===== config.mk =====
export PLATFORM = sky130hd
export DESIGN_NAME = uart_rx_flat
export DESIGN_NICKNAME = d
export VERILOG_FILES = /design/src/rtl/uart_rx_if.sv /design/src/rtl/uart_rx.sv /design/src/flat_wrapper.sv
export SDC_FILE = /design/constraint.sdc
export NUM_CORES = 1
export LEC_CHECK = 0
export CORE_UTILIZATION = 35
export CTS_CLUSTER_SIZE = 28
export DETAILED_ROUTE_END_ITERATION = 10
export PLACE_DENSITY = 0.5
export SLEW_MARGIN = 20
export SYNTH_ARGS = -nofsm -noshare
export SYNTH_HDL_FRONTEND = slang
export SYNTH_SLANG_ARGS = --single-unit
export TNS_END_PERCENT = 5

===== constraint.sdc =====
create_clock -name CLK -period 5.5 [get_ports CLK]
set_input_delay 0.55 -clock CLK [delete_from_list [all_inputs] [get_ports CLK]]
set_output_delay 0.55 -clock CLK [all_outputs]
set_load 0.05 [all_outputs]

===== src/rtl/uart_rx_if.sv =====
// uart_rx_if: parallel result bus from the UART receiver to the system controller.
// Latency: none, wires only; the producer drives every field from registers.
// Backpressure: none; the consumer must take each one-cycle pulse when it appears.
interface uart_rx_if #(
  parameter int width = 8
);
  logic [width-1:0] P_data;
  logic             Data_valid;
  logic             Parity_error;
  logic             Stop_error;

  modport master (output P_data, Data_valid, Parity_error, Stop_error);
  modport slave  (input  P_data, Data_valid, Parity_error, Stop_error);
endinterface


===== src/rtl/uart_rx.sv =====
// uart_rx: oversampling UART receiver with 3-sample majority vote, optional parity, stop check.
// Latency: result pulse N*Prescale cycles after the start-detect cycle (N = frame bits).
// Backpressure: none; results are one-cycle pulses. Optional macro UART_RX_START_CHECK_EN rejects false starts.
module uart_rx #(
  parameter int width = 8
) (
  input  logic       CLK,
  input  logic       Reset,
  input  logic       Rx_in,
  input  logic [5:0] Prescale,
  input  logic       Parity_EN,
  input  logic       Parity_type,
  uart_rx_if.master  rx_bus
);

  localparam int BCW = (width > 1) ? $clog2(width) : 1;
  localparam logic [BCW-1:0] LAST_BIT = BCW'(width - 1);

  typedef enum logic [2:0] {
    IDLE,
    START,
    DATA,
    PARITY,
    STOP
  } state_t;

  state_t           state;
  logic [5:0]       edge_cnt;
  logic [BCW-1:0]   bit_cnt;
  logic [width-1:0] shift_reg;
  logic [5:0]       pre_q;       // Prescale latched at start detect
  logic             par_en_q;
  logic             par_type_q;
  logic             par_bit;     // voted parity bit of the current frame
  logic [2:0]       samples;     // the three mid-bit samples of the current bit

  logic [5:0] mid;
  logic [5:0] smp_lo;
  logic [5:0] smp_hi;
  logic [5:0] last_edge;
  logic       in_sample;
  logic       bit_end;
  logic       vote;
  logic       par_exp;
  logic       frame_perr;
  logic       frame_serr;

  // Bit-timing decode, majority vote and frame-end error evaluation from registered state.
  always_comb begin
    mid        = {1'b0, pre_q[5:1]};
    smp_lo     = mid - 6'd1;
    smp_hi     = mid + 6'd1;
    last_edge  = pre_q - 6'd1;
    in_sample  = (edge_cnt >= smp_lo) && (edge_cnt <= smp_hi);
    bit_end    = (edge_cnt == last_edge);
    vote       = (samples[0] & samples[1]) | (samples[0] & samples[2]) | (samples[1] & samples[2]);
    par_exp    = par_type_q ? ~^shift_reg : ^shift_reg;
    frame_perr = par_en_q && (par_bit != par_exp);
    // In STOP at bit end, the vote is the stop bit itself.
    frame_serr = !vote;
  end

  // Receive FSM: counters, sampling, data capture and registered result pulses.
  always_ff @(posedge CLK or negedge Reset) begin
    if (!Reset) begin
      state               <= IDLE;
      edge_cnt            <= 6'd0;
      bit_cnt             <= '0;
      shift_reg           <= '0;
      pre_q               <= 6'd0;
      par_en_q            <= 1'b0;
      par_type_q          <= 1'b0;
      par_bit             <= 1'b0;
      samples             <= 3'd0;
      rx_bus.P_data       <= '0;
      rx_bus.Data_valid   <= 1'b0;
      rx_bus.Parity_error <= 1'b0;
      rx_bus.Stop_error   <= 1'b0;
    end else begin
      rx_bus.Data_valid   <= 1'b0;
      rx_bus.Parity_error <= 1'b0;
      rx_bus.Stop_error   <= 1'b0;

      if (state != IDLE) begin
        edge_cnt <= bit_end ? 6'd0 : edge_cnt + 6'd1;
        if (in_sample) begin
          samples <= {samples[1:0], Rx_in};
        end
      end

      case (state)
        IDLE: begin
          // Start-detect cycle is edge 0 of the start bit, so the next cycle is edge 1.
          if (!Rx_in) begin
            state      <= START;
            edge_cnt   <= 6'd1;
            bit_cnt    <= '0;
            pre_q      <= Prescale;
            par_en_q   <= Parity_EN;
            par_type_q <= Parity_type;
          end
        end

        START: begin
          if (bit_end) begin
            state <= DATA;
          end
`ifdef UART_RX_START_CHECK_EN
          // A start bit that votes high was a glitch: abandon the frame silently.
          if ((edge_cnt == mid + 6'd2) && vote) begin
            state    <= IDLE;
            edge_cnt <= 6'd0;
          end
`endif
        end

        DATA: begin
          if (bit_end) begin
            shift_reg <= {vote, shift_reg[width-1:1]};
            if (bit_cnt == LAST_BIT) begin
              bit_cnt <= '0;
              state   <= par_en_q ? PARITY : STOP;
            end else begin
              bit_cnt <= bit_cnt + 1'b1;
            end
          end
        end

        PARITY: begin
          if (bit_end) begin
            par_bit <= vote;
            state   <= STOP;
          end
        end

        STOP: begin
          // Back in IDLE on the result cycle so a following start bit is not missed.
          if (bit_end) begin
            state <= IDLE;
            if (!frame_perr && !frame_serr) begin
              rx_bus.P_data     <= shift_reg;
              rx_bus.Data_valid <= 1'b1;
            end else begin
              rx_bus.Parity_error <= frame_perr;
              rx_bus.Stop_error   <= frame_serr;
            end
          end
        end

        default: begin
          state    <= IDLE;
          edge_cnt <= 6'd0;
          bit_cnt  <= '0;
        end
      endcase
    end
  end

endmodule


===== src/flat_wrapper.sv =====
// flat-port wrapper written by rule: the top's interface ports become plain ports
module uart_rx_flat 
#(
  parameter int width = 8
)
  (CLK, Reset, Rx_in, Prescale, Parity_EN, Parity_type, rx_bus_P_data, rx_bus_Data_valid, rx_bus_Parity_error, rx_bus_Stop_error);
  uart_rx_if #(.width(width)) rx_bus_i ();
  input  logic CLK;
  input  logic Reset;
  input  logic Rx_in;
  input  logic [5:0] Prescale;
  input  logic Parity_EN;
  input  logic Parity_type;
  output wire logic [$bits(rx_bus_i.P_data)-1:0] rx_bus_P_data;
  output wire logic [$bits(rx_bus_i.Data_valid)-1:0] rx_bus_Data_valid;
  output wire logic [$bits(rx_bus_i.Parity_error)-1:0] rx_bus_Parity_error;
  output wire logic [$bits(rx_bus_i.Stop_error)-1:0] rx_bus_Stop_error;
  assign rx_bus_P_data = rx_bus_i.P_data;
  assign rx_bus_Data_valid = rx_bus_i.Data_valid;
  assign rx_bus_Parity_error = rx_bus_i.Parity_error;
  assign rx_bus_Stop_error = rx_bus_i.Stop_error;
  uart_rx #(.width(width)) u_core (.CLK(CLK), .Reset(Reset), .Rx_in(Rx_in), .Prescale(Prescale), .Parity_EN(Parity_EN), .Parity_type(Parity_type), .rx_bus(rx_bus_i));
endmodule

==> reports/qor.yml, run 1 <==
floorplanning:
  die_h_um: 85.7
  row_count: 30
  io_pins: 22
  core_um2: 6790
  initial_core_util_pct: 36.1
  die_w_um: 85.7
  die_area_um2: 7350
cells_and_area:
  stdcell_area_um2: 2820
  fin_util_pct: 41.4
  areaGrowthSynthToFinish_pct: 14.8
  drive_above_1_share_pct: 15.2
  nets: 272
  antenna_cells: 0
  fillers: 662
  fin_cells: 340
critical_path:
  worst_setup_path_start_kind: "flop"
  path_cells: "inv_1 -> ha_1 -> nor3b_1 -> nand2_1 -> xnor2_1 -> a2111oi_2 -> buf_4 -> nand3b_1 -> mux2_2"
  cp_max_fo: 11
  critPathMaxStageDelay_ps: 460
  endpoint_kind: "flop"
  critPathRequiredTime_ps: 5680
  r2r-end: "u_core.shift_reg[0]$_DFFE_PN0P_"
  r2r_setup_slack_ps: 2730
  reg2reg_from: "u_core.pre_q[2]$_DFFE_PN0P_"
  crit_slowest_cell: "dfrtp_1"
  reg2reg_depth: 9
  arrival_ps: 2960
  crit_type: "reg2reg"
placement:
  post-dp-hpwl_mm: 3.33
  placedCellCount: 332
  dp_slack_ps: 2730
  port-buffer-count: 21
  routabilityCongestion: 0.736
  placed_area_um2: 2730
timing:
  period_minus_slack_ps: 2770
  fin_skew_ps: 7.04
  worst_pin_slew_ps: 950
  fin_ws_ps: 2730
  fin_crit_sh_pct: 50.5
  maxSlewHeadroom_pct: 36.4
  finalSetupViolCount: 0
  fmax_mhz: 360
  setup_tns_ps: 0
  finalMaxSlewViolations: 0
  hold_violations: 0
  rsz0062_at_grt: "no"
global_route:
  grt_pass1_vias: 1606
  antenna_found_initial: 0
  grt_first_pass_wirelength_mm: 8.00
  grt.overflow.total: 0
  grt_max_degree: 44
  grt_usage_pct: 14.1
clock_tree:
  clock_latency_ps: 300
  cts.clk_slew.worst_paths_ps: 90
  post_cts_buffers: 0
  cts_resized: 0
  numCtsBuffers: 5
  clockBufferDepth: 2
  cts_tree: "built"
  cts_root_buf: "clkbuf_8"
  cts.sinks: 43
  cts_hold_buf: 0
  h-tree-depth: 2
logic_synthesis:
  synth_nets: 253
  synth_seq_cells: 43
  syn_avg_cell_area_um2: 10.9
  synth_edf_count: 0
  synthCells: 224
  yosys.cell_types.count: 41
  ys_warn_count: 0
  synth_area_leader_cell: "dfrtp_1"
  synth-seq-area-share_pct: 43.9
  synthTopCellsByArea: "dfrtp_1 44%, mux2_2 11%, ha_1 9.2%, xnor2_1 6.1%, o21ai_0 3.1%"
  yosysMostFrequentCell: "dfrtp_1"
  netlist_area_um2: 2450
  synth_top_cell_area_share_pct: 43.9
  yosys-top-cells-count: "43 x dfrtp_1, 24 x mux2_2, 18 x ha_1, 17 x xnor2_1, 16 x nand2_1"
  synthFlopType: "dfrtp_1"
  async_flop_share_pct: 100
detailed_routing:
  routed_wl_mm: 4.73
  post_drt_via_cell_ratio: 4.72
  wl_met2_mm: 2.02
  drt_iter0_markers: 50
  dr_total_vias: 1605
  drtPass1Iterations: 4
  met1_length_mm: 2.50
  ant_nets: 0
  wl_per_cell_um: 13.9
  drc_errors: 0
  routed.top_layer: "met4"
  route.met3.wl_um: 151
flow_run:
  cap_violations: 0
hold_path:
  min_path_type: "in2async"
power:
  power_density_nw_per_um2: 487
  power_leakage_uw: 0.00125
  peakVddDrop_uv: 159
outcome:
  status: "complete, no violations"
-- final cells by class --
class	instances	area [µm²]	share of cell area, %
multi-input cells	161	1280	45.5
flip-flops and latches	43	1080	38.2
repair buffers	22	215	7.64
well taps	96	120	4.27
clock buffers	6	72.6	2.58
inverters	10	37.5	1.33
clock inverters	2	12.5	0.444
-- critical path: cells and delay by family (launching register included) --
kind,cells,cell delay [ps]
multiplexers,1,420
buffers and inverters,2,380
XOR/XNOR,1,150
AO/OA/AOI/OAI,1,210
adder cells (fa/ha/maj),1,220
flip-flops,1,460
AND/OR/NAND/NOR,3,810
-- through the flow --
stage / hold slack [ps] / power [µW]
detailed placement: 491 / 1180
finish: 242 / 1370
global route: 293 / 1510
floorplan: 254 / 1040
global placement: 479 / 1180
CTS: 459 / 1390
-- worst max path at each step --
stage,startpoint,end,cells past startpoint
6_report,u_core.pre_q[2]$_DFFE_PN0P_,u_core.shift_reg[0]$_DFFE_PN0P_,9
5_1_grt,u_core.pre_q[2]$_DFFE_PN0P_,u_core.shift_reg[0]$_DFFE_PN0P_,9
4_1_cts,u_core.pre_q[2]$_DFFE_PN0P_,u_core.shift_reg[0]$_DFFE_PN0P_,9
3_5_place_dp,u_core.pre_q[2]$_DFFE_PN0P_,u_core.shift_reg[0]$_DFFE_PN0P_,9
3_3_place_gp,u_core.pre_q[2]$_DFFE_PN0P_,u_core.shift_reg[1]$_DFFE_PN0P_,9
2_1_floorplan,u_core.pre_q[2]$_DFFE_PN0P_,u_core.rx_bus.P_data[0]$_DFFE_PN0P_,9
-- per-layer routing --
layer / track usage, % / vias up
met5: 0 / -
met4: 4.09 / 0
met3: 3.27 / 5
met2: 20.7 / 21
met1: 20.6 / 760
li1: - / 819
-- power by group --
part	internal [µW]	switching, µW
Sequential	391	128
Clock	88.9	113
Combinational	325	327
Total	805	567
-- logic make-up after synthesis --
logic type,synth area share [%]
AO/OA/AOI/OAI,9.90
adder cells (fa/ha/maj),9.59
buffers and inverters,3.88
XOR/XNOR,9.49
multiplexers,11.4
AND/OR/NAND/NOR,11.8
flip-flops,43.9
-- cell usage in the layout, fill, tap and decap left out, types with 2 or more instances in the layout --
cell / synthesis / final
dfrtp_1: 43 / 43
mux2_2: 24 / 24
clkdlybuf4s50_1: 0 / 20
ha_1: 18 / 18
xnor2_1: 17 / 17
nand2_1: 16 / 16
o21ai_0: 15 / 15
a21oi_1: 11 / 11
inv_1: 10 / 10
nor2_1: 9 / 9
nand3_1: 7 / 7
xor2_1: 7 / 7
clkbuf_8: 0 / 5
nand3b_1: 3 / 3
nand2b_1: 3 / 3
o2bb2ai_1: 3 / 3
nor3_1: 2 / 2
nor2b_1: 2 / 2
or2_2: 2 / 2
a21o_1: 2 / 2
buf_4: 0 / 2
Power figures use the tool's default switching activity.
==> run 2: changes to the inputs <==
- clock period: 5.5 -> 2.7 ns (I/O delays scaled with it)
==> run 2 against run 1 <==
Compared with the run above:
- the flow now finishes with violations (hold timing)
- sequential power increased by 100%
- first-iteration DRC count decreased by 30%
- clock skew decreased by 1.8 ps
- critical path type unchanged
- clock-buffer cell count is 1 lower
- routed wire length down 2.8%
==> reports/qor.yml, run 2 (same netlist as run 1, synthesis figures left out) <==
power:
  peakVddDrop_uv: 281  # +76%
  power_density_nw_per_um2: 978  # +100%
  power_leakage_uw: 0.00128  # +2.3%
detailed_routing:
  drtPass1Iterations: 4  # unchanged
  drt_iter0_markers: 35  # -30%
  wl_per_cell_um: 13.4  # -3.9%
  post_drt_via_cell_ratio: 4.65  # -1.6%
  dr_total_vias: 1598  # -0.44%
  ant_nets: 0  # unchanged
  routed_wl_mm: 4.60  # -2.8%
  drc_errors: 0  # unchanged
timing:
  rsz0062_at_grt: "no"
  setup_tns_ps: 0  # unchanged
  maxSlewHeadroom_pct: 62.8  # +26 points
  fin_skew_ps: 5.20  # -1.84 ps
  worst_pin_slew_ps: 558  # -392 ps
  hold_violations: 43  # +43
  fmax_mhz: 411  # +14%
  finalMaxSlewViolations: 0  # unchanged
  fin_crit_sh_pct: 90.1  # +40 points
  hold_ws_ps: -26.9  # -269 ps
  finalSetupViolCount: 0  # unchanged
  period_minus_slack_ps: 2430  # -343 ps
placement:
  post-dp-hpwl_mm: 3.27  # -1.7%
  routabilityCongestion: 0.758  # +3.0%
  port-buffer-count: 21  # unchanged
critical_path:
  critPathRequiredTime_ps: 2870  # -2810 ps
  crit_type: "reg2reg"
  cp_max_fo: 7  # -4
  endpoint_kind: "flop"
  arrival_ps: 2600  # -360 ps
  worst_setup_path_start_kind: "flop"
floorplanning:
  initial_core_util_pct: 36.1  # unchanged
  die_area_um2: 7350  # unchanged
  die_w_um: 85.7  # unchanged
  row_count: 30  # unchanged
  core_um2: 6790  # unchanged
  die_h_um: 85.7  # unchanged
  io_pins: 22  # unchanged
clock_tree:
  cts_hold_buf: 0  # unchanged
  h-tree-depth: 2  # unchanged
  cts_root_buf: "clkbuf_8"
  cts.sinks: 43  # unchanged
  clockBufferDepth: 2  # unchanged
  cts.clk_slew.worst_paths_ps: 80  # about the same
  clock_latency_ps: 290  # about the same
  cts_tree: "built"
  numCtsBuffers: 5  # unchanged
cells_and_area:
  nets: 278  # +2.2%
  fin_util_pct: 42.1  # +0.68 points
  antenna_cells: 0  # unchanged
  final_common_cell: "dfrtp_1"
  layout_common_cells: "43 x dfrtp_1, 24 x mux2_2, 20 x clkdlybuf4s50_1"
  drive_above_1_share_pct: 17.7  # +2.6 points
  areaGrowthSynthToFinish_pct: 16.7
flow_run:
  cap_violations: 0  # unchanged
global_route:
  grt_max_degree: 44  # unchanged
  grt_usage_pct: 13.9  # -0.17 points
  antenna_found_initial: 0  # unchanged
  grt.overflow.total: 0  # unchanged
  grt_first_pass_wirelength_mm: 7.80  # -2.5%
  grt_pass1_vias: 1597  # -0.56%
hold_path:
  min_path_type: "in2async"
outcome:
  violations: "hold timing"
  status: "finished with violations"
run 2: critical path, cell delays in order (launching register included):
cell	delay (ps)
dfrtp_1	470
ha_1	240
nand3_1	100
xor2_1	160
ha_1	310
nor2b_1	130
o21ai_0	180
a32oi_1	90
a211oi_2	270
mux2_2	370
run 2: final timing paths:
| check | startpoint | endpoint | slack (ps) | cells after the start |
|---|---|---|---|---|
| max | u_core.pre_q[2]$_DFFE_PN0P_ | u_core.samples[2]$_DFFE_PN0P_ | 270 | 9 |
| min | Reset | u_core.edge_cnt[4]$_DFF_PN0_ | -30 | 1 |
| max reg2reg | u_core.pre_q[2]$_DFFE_PN0P_ | u_core.samples[2]$_DFFE_PN0P_ | 270 | 9 |
| min reg2reg | u_core.bit_cnt[1]$_DFFE_PN0P_ | u_core.bit_cnt[1]$_DFFE_PN0P_ | 500 | 1 |
| max in group asynchronous | Reset | u_core.edge_cnt[2]$_DFF_PN0_ | 2350 | 1 |
| min in group CLK | u_core.bit_cnt[1]$_DFFE_PN0P_ | u_core.bit_cnt[1]$_DFFE_PN0P_ | 500 | 1 |
run 2: layer usage:
metal	share of wire (%)	GRT usage [%]
met1	52	19.4
met2	44	21.4
met3	2.9	3.18
met4	1.5	4.55
met5	0	0
run 2: what timing repair did:
action                                  CTS  global route
setup buffers                             0             2
endpoints found under the setup margin    0            19
resized for setup                         0             2
run 2: final cells by class:
class,instances,area [µm²]
fillers,656,3930
multi-input cells,161,1290
flip-flops and latches,43,1080
repair buffers,28,260
well taps,96,120
clock buffers,5,68.8
inverters,10,37.5
clock inverters,1,7.51
run 2: through the flow:
stage | cell area [µm²] | std cells | setup WS [ps] | total power [µW]
after floorplan | 2450 | 224 | 400 | 2120
after global placement | 2760 | 336 | 131 | 2420
after detailed placement | 2760 | 336 | 76.7 | 2410
after CTS | 2830 | 342 | 42.3 | 2810
after global routing | 2860 | 344 | 42.6 | 3090
final | 2860 | 344 | 268 | 2800
run 2: where the power goes:
part	switching (µW)	internal [µW]	total (µW)	leakage, µW
logic	680	702	1380	0.000676
clock network	203	172	375	0.0000361
registers	244	798	1040	0.000567
